File: config.mk
export PLATFORM = sky130hd
export DESIGN_NAME = even_divisor_monitor
export DESIGN_NICKNAME = d
export VERILOG_FILES = /design/src/rtl/even_divisor_monitor.sv
export SDC_FILE = /design/constraint.sdc
export NUM_CORES = 1
export LEC_CHECK = 0
export ABC_CLOCK_PERIOD_IN_PS = 2040
export CORE_AREA = 2 2 67 69
export DETAILED_ROUTE_END_ITERATION = 16
export DIE_AREA = 0 0 69 71
export PLACE_DENSITY_LB_ADDON = 0.08
export SKIP_CTS_REPAIR_TIMING = 1
export SLEW_MARGIN = 20
export SYNTH_ARGS = -nofsm -noshare
export SYNTH_HDL_FRONTEND = slang
export SYNTH_SLANG_ARGS = --single-unit
File: constraint.sdc
create_clock -name clk -period 2.04 [get_ports clk]
set_input_delay 0.612 -clock clk [delete_from_list [all_inputs] [get_ports clk]]
set_output_delay 0.612 -clock clk [all_outputs]
set_load 0.01 [all_outputs]
File: src/rtl/even_divisor_monitor.sv
// even_divisor_monitor
//   Checks a divided clock against its expected even divide ratio, measuring
//   in cycles of the reference clock. div_in is treated as a data signal and
//   is sampled on clk through a two-flop synchroniser plus an edge register.
//   Every rise-to-rise period must be DIV cycles and every high phase DIV/2.
//   LOCK_CNT consecutive good periods assert locked. Any violation or a
//   missing rise (timeout at 2*DIV cycles) raises an error.
//
// Ports
//   clk          in   1      reference clock
//   rstn         in   1      asynchronous active-low reset
//   div_in       in   1      divided clock under check
//   clr_err      in   1      one-cycle pulse clearing err_sticky and err_cnt
//   locked       out  1      LOCK_CNT consecutive good periods, no error since
//   err_pulse    out  1      one-cycle pulse per detected violation
//   err_sticky   out  1      set on any violation, held until clr_err
//   err_cnt      out  ERR_W  saturating violation count
//   last_period  out  CNT_W  last measured rise-to-rise period in clk cycles
module even_divisor_monitor #(
   parameter int DIV      = 10,
   parameter int CNT_W    = 8,
   parameter int LOCK_CNT = 4,
   parameter int ERR_W    = 8
) (
   input  logic             clk,
   input  logic             rstn,
   input  logic             div_in,
   input  logic             clr_err,
   output logic             locked,
   output logic             err_pulse,
   output logic             err_sticky,
   output logic [ERR_W-1:0] err_cnt,
   output logic [CNT_W-1:0] last_period
);

   localparam int GOOD_W = $clog2(LOCK_CNT + 1);

   localparam logic [CNT_W-1:0]  PMAX    = CNT_W'(2 * DIV);
   localparam logic [CNT_W-1:0]  PGOOD   = CNT_W'(DIV);
   localparam logic [CNT_W-1:0]  HGOOD   = CNT_W'(DIV / 2);
   localparam logic [GOOD_W-1:0] GOOD_LK = GOOD_W'(LOCK_CNT);
   localparam logic [GOOD_W-1:0] GOOD_PR = GOOD_W'(LOCK_CNT - 1);

   typedef enum logic [1:0] {
      IDLE,
      MEASURE,
      LOCKED
   } state_t;

   state_t state;
   state_t state_nxt;

   logic              s1;
   logic              s2;
   logic              s3;
   logic              rise;
   logic              fall;
   logic [CNT_W-1:0]  pcnt;
   logic [CNT_W-1:0]  hi_len;
   logic [GOOD_W-1:0] good;
   logic [GOOD_W-1:0] good_nxt;
   logic              err_cond;
   logic              upd_last;

   assign rise = s2 & ~s3;
   assign fall = ~s2 & s3;

   // Input path and period / high-phase measurement.
   always_ff @(posedge clk or negedge rstn) begin
      if (!rstn) begin
         s1     <= 1'b0;
         s2     <= 1'b0;
         s3     <= 1'b0;
         pcnt   <= '0;
         hi_len <= '0;
      end else begin
         s1 <= div_in;
         s2 <= s1;
         s3 <= s2;
         if (rise) begin
            pcnt <= CNT_W'(1);
         end else if (pcnt != PMAX) begin
            pcnt <= pcnt + 1'b1;
         end
         if (fall) begin
            hi_len <= pcnt;
         end
      end
   end

   // State register.
   always_ff @(posedge clk or negedge rstn) begin
      if (!rstn) begin
         state <= IDLE;
         good  <= '0;
      end else begin
         state <= state_nxt;
         good  <= good_nxt;
      end
   end

   // Next state. On a rise pcnt still holds the completed period, since the
   // reload to 1 happens on the same edge. Timeout drops to IDLE so that it
   // cannot fire again until a fresh rise restarts measurement.
   always_comb begin
      state_nxt = state;
      good_nxt  = good;
      err_cond  = 1'b0;
      upd_last  = 1'b0;
      case (state)
         IDLE: begin
            if (rise) begin
               state_nxt = MEASURE;
               good_nxt  = '0;
            end
         end
         MEASURE, LOCKED: begin
            if (rise) begin
               upd_last = 1'b1;
               if ((pcnt == PGOOD) && (hi_len == HGOOD)) begin
                  if (good >= GOOD_PR) begin
                     good_nxt  = GOOD_LK;
                     state_nxt = LOCKED;
                  end else begin
                     good_nxt = good + 1'b1;
                  end
               end else begin
                  err_cond  = 1'b1;
                  state_nxt = MEASURE;
                  good_nxt  = '0;
               end
            end else if (pcnt == PMAX) begin
               err_cond  = 1'b1;
               state_nxt = IDLE;
               good_nxt  = '0;
            end
         end
         default: begin
            state_nxt = IDLE;
            good_nxt  = '0;
         end
      endcase
   end

   // Registered status outputs and error bookkeeping. A new error takes
   // precedence over a simultaneous clear, leaving a count of one.
   always_ff @(posedge clk or negedge rstn) begin
      if (!rstn) begin
         locked      <= 1'b0;
         err_pulse   <= 1'b0;
         err_sticky  <= 1'b0;
         err_cnt     <= '0;
         last_period <= '0;
      end else begin
         locked    <= (state_nxt == LOCKED);
         err_pulse <= err_cond;
         if (upd_last) begin
            last_period <= pcnt;
         end
         if (err_cond) begin
            err_sticky <= 1'b1;
            if (clr_err) begin
               err_cnt <= ERR_W'(1);
            end else if (err_cnt != '1) begin
               err_cnt <= err_cnt + 1'b1;
            end
         end else if (clr_err) begin
            err_sticky <= 1'b0;
            err_cnt    <= '0;
         end
      end
   end

endmodule

After elaboration in Yosys (flattened, before gate mapping). Index checks and enable logic that the tools add are counted. Widths: inputs -> output; s select.

Flip-flop bits (word level): 43. Input bits: 4. Output and inout port bits: 19.

Magnitude comparators: 1. Mux-type cells: 26. Add/sub/neg operators: 3. Eq/ne operators: 10. Reductions and logical operators: 8. Bitwise gates (word level): 4.

Operator list (number): $mux 8 (6); $add 8x1->8 const B (2); $mux 3 (5); $mux 2 (5); $eq 8x3->1 const B (1); $eq 8x4->1 const B (1); $eq 8x5->1 const B (1); $mux 1 (8); $ne 8x5->1 const B (1); $ne 8x8->1 const B (1); $pmux 3 s2 (1); $reduce_bool 2->1 (3); $eq 2x2->1 const B (2); $pmux 2 s2 (1); $reduce_and 2->1 (2); $add 3x1->3 const B (1); $ge 3x2->1 const B (1); $ne 3x3->1 const B (1); $and 1x1->1 (2); $eq 2x1->1 const B (1); $logic_not 2->1 (1); $ne 2x2->1 const B (1); $not 1->1 (2); $reduce_or 2->1 (1); $logic_and 1x1->1 (1).

Longest topological paths before layout.
Depth after elaboration: 7. Gate-level depth with buffers: 7.

Least setup slack after synthesis. Ideal clock, no wire load.

Path type: reg-to-reg. Start: register pcnt[0]. End: register err_cnt[1]. Buffers on the path: 0. Required time: 1.921 ns. Setup slack: 0.062 ns. Arrival: 1.859 ns. Library setup time: 0.119 ns. Stages on the path, launching flop included: 8. Cells stage by stage: dfrtp_1 inv_1 ha_1 nand4b_1 or4b_4 o22ai_4 mux2i_1 nor2_1.

Cells in the longest elaborated chain, start to end: 7.

RTL lines: from (decl) (line 58) `logic [CNT_W-1:0] pcnt;`; from (signal assigned) (line 83) `pcnt <= pcnt + 1'b1;`; $eq 8x4->1 (line 120) `if ((pcnt == PGOOD) && (hi_len == HGOOD)) begin`; $logic_and 1x1->1 (line 120); $mux 1 (line 120); $mux 1 * (line 118) `if (rise) begin`; $mux 1 * (line 110) `case (state)`; $reduce_bool 2->1 (no line); $reduce_and 2->1 (no line); to (signal assigned) (line 165) `err_cnt <= err_cnt + 1'b1;`; to (decl) (line 32) `output logic [ERR_W-1:0] err_cnt,`.

Mark *: on every way between the ends. The rest lies on a longest branch, timed or not. A chain may end at the register's enable or synchronous reset.

Worst setup path after layout.
Start: register state[1]. End: register err_cnt[1].

Cells in the longest elaborated chain, start to end: 5.

RTL lines: from (decl) (line 50) `state_t state;`; from (signal assigned) (line 97) `state <= state_nxt;`; $eq 2x1->1 / $eq 2x2->1 (equally long branches) (line 110); $reduce_or 2->1 * (line 110); $mux 1 * (line 110); $reduce_bool 2->1 (no line); $reduce_and 2->1 (no line).

Marked as above.

==> metrics.cfg <==
[run_status]
status=finished clean

[global_routing]
grt_pass1_wl_um=7620
first_global_vias=1597
overflow=0
grt_max_degree=22
grt_use_total_pct=19.7
antenna_found_initial=0

[synthesis]
synthCells=177
syn_nets=189
synth_area_leaders=dfrtp_1 (53%), mux2_2 (6.7%), ha_1 (4.9%), o21ai_0 (2.2%), nand2_1 (2.2%)
syn_area_mm2=0.00203
synth.top_cell.area_share_pct=53.1
ys_types=43
yosysTopAreaCell=dfrtp_1
ys_seq_area_share_pct=53.1
synth_seq_cells=43
synth_area_per_cell_um2=11.5
ys_warn_count=0

[routing]
wl_um=4470
drt_iter0_drc=76
drc=0
dr_total_vias=1514
wl_per_cell_um=16.3
drtPass1Iterations=4
ant_nets=0
via_per_inst=5.53

[timing]
worst_pin_slew_ps=509
finalSetupViolations=0
skew_ps=6.65
rsz0062_at_grt=yes
hold_viol=0
setup_ws_ps=29.2
period_share_pct=98.6
fmax_mhz=497
report.final.slew_viol_count=0
max-slew-margin-rel_pct=65.8
min_period_ps=2010

[worst_setup_path]
crit_path_start_kind=register
arrival_ps=2180
end_kind=register
critPathMaxFanout=7
required_ps=2210
path_class=reg2reg

[worst_hold_path]
hold_path.class=in2async

[finish]
syn_to_final_growth_pct=27.5
antenna_cells=0
drive_above_1_share_pct=27.0
n_fill_cell=352
nets=233
final_util_pct=61.5

[clocking]
numCtsBuffers=5
cts_root_buf=clkbuf_8
cts_tree=done
insertion_delay_ps=300
htree_levels=2
clkSinkCount=43
cts.clk_slew.worst_paths_ps=80
cts_buffer_depth=2

[power]
leakage_nw=1.22
peakVddDrop_mv=0.567
pwr_density_cell_mw_per_mm2=959

[placement]
port_buffers=22
pre_cts_ws_ps=-19.7
dp_hpwl_um=3180
gp_congestion=0.851

[floorplan]
dieArea_mm2=0.00490
boundaryPins=23
die_h_um=71
start_util_pct=48.2
rows=24
coreArea_mm2=0.00420
die_width_um=69

[flow_run]
cap_viol_max_count=0

flip-flops by register name, summed over array words and instances (netlist names):
signal and flops:
err_cnt 8, s2 1, err_pulse 1, locked 1, good 3, err_sticky 1
state 2, last_period 8, s1 1, s3 1, pcnt 8, hi_len 8
final timing paths:
| path | start | endpoint | slack, ps | depth (start not counted) |
|---|---|---|---|---|
| hold reg to reg | s1 | s2 | 350 | 0 |
| max in group asynchronous | rstn | pcnt[5] | 1240 | 2 |
| min in group clk | s1 | s2 | 350 | 0 |
| setup / recovery | state[1] | err_cnt[1] | 30 | 7 |
| hold / removal | rstn | locked | 260 | 1 |
| setup reg to reg | state[1] | err_cnt[1] | 30 | 7 |
worst max-delay path, cell delays in order (launching register included):
cell	delay, ps
dfrtp_1	380
inv_2	70
ha_4	260
inv_1	50
or4b_4	580
o22ai_4	270
mux2i_1	210
nor2_1	60
synthesized netlist by cell type:
library cell and n:
o22ai_4 1, nand4b_1 1, o31ai_1 1, or4b_4 1, o21ai_4 1, and4_1 2
dfrtp_1 43, nand4_1 2, xor2_1 5, inv_1 9, nor2_1 10, ha_1 8
o21ai_0 9, nor4_1 2, nor3_2 1, a32o_1 2, and2b_1 1, a21o_2 1
nand2b_1 2, a21o_1 1, a41oi_1 1, o211ai_1 1, mux2_2 12, a211oi_1 1
and2_1 1, a21oi_1 8, and3_1 7, and3_2 1, and2b_2 1, or4_2 1
buf_4 3, mux2i_1 1, a311oi_1 3, xnor2_1 2, nor4bb_1 1, o22ai_1 1
nand2_1 12, a31oi_1 1, nor3_1 2, clkbuf_1 3, and4bb_2 2, nand3_1 7
a22o_1 2
metrics by stage:
stage	setup TNS [ps]	hold slack, ps	instances	cell area [um2]	power (mW)
2_1_floorplan	0	316	177	2030	1.43
3_3_place_gp	0	337	262	2400	1.73
3_5_place_dp	-19.7	335	262	2400	1.77
4_1_cts	-30.8	268	270	2520	2.45
5_1_grt	-104	282	274	2580	2.62
6_report	0	257	274	2580	2.48
cells by family after synthesis:
group / count (synthesis) / synth area share [%]
and+or+nand+nor: 57 / 16.4
DFF: 43 / 53.1
buffers and inverters: 15 / 3.33
AOI/OAI and AO/OA: 34 / 12.1
adders and majority gates: 8 / 4.94
muxes: 13 / 7.16
xor gates and xnor gates: 7 / 3.02
final cells by class:
type / instances / area, um2 / share of cell area (%)
Tap cell: 52 / 65.1 / 2.52
Clock buffer: 6 / 82.6 / 3.19
Inverter: 9 / 33.8 / 1.31
Sequential cell: 43 / 1080 / 41.6
Multi-Input combinational cell: 119 / 920 / 35.6
Timing Repair Buffer: 43 / 373 / 14.4
Clock inverter: 2 / 35.0 / 1.36
metal layers:
| metal | track usage [%] | share of wire [%] | wire (um) | vias to the layer above |
|---|---|---|---|---|
| met1 | 25.2 | 44 | 1970 | 744 |
| met2 | 31.9 | 49 | 2210 | 38 |
| met4 | 7.19 | 1.8 | 80 | 0 |
| met3 | 5.70 | 4.6 | 205 | 7 |
| met5 | 0 | 0 | 0 | - |
| li1 | - | - | - | 725 |
cells in the final DEF, fill, tap and decap left out, types with 3 or more instances in the layout:
| master | Yosys | routed |
|---|---|---|
| clkbuf_8 | 0 | 6 |
| nor2_1 | 10 | 10 |
| a21oi_1 | 8 | 8 |
| nand3_1 | 7 | 7 |
| xor2_1 | 5 | 5 |
| nand2_1 | 12 | 12 |
| inv_1 | 9 | 6 |
| clkdlybuf4s50_1 | 0 | 21 |
| buf_4 | 3 | 21 |
| and3_1 | 7 | 7 |
| mux2_2 | 12 | 12 |
| ha_1 | 8 | 6 |
| o21ai_0 | 9 | 9 |
| dfrtp_1 | 43 | 43 |
| inv_2 | 0 | 3 |
where the power goes:
| group | switching (mW) | internal, mW | total (mW) |
|---|---|---|---|
| logic | 0.341 | 0.379 | 0.719 |
| registers | 0.0869 | 0.988 | 1.08 |
| clock network | 0.288 | 0.396 | 0.684 |
| total | 0.715 | 1.76 | 2.48 |
Note: power is estimated with default switching activity, not from simulation.
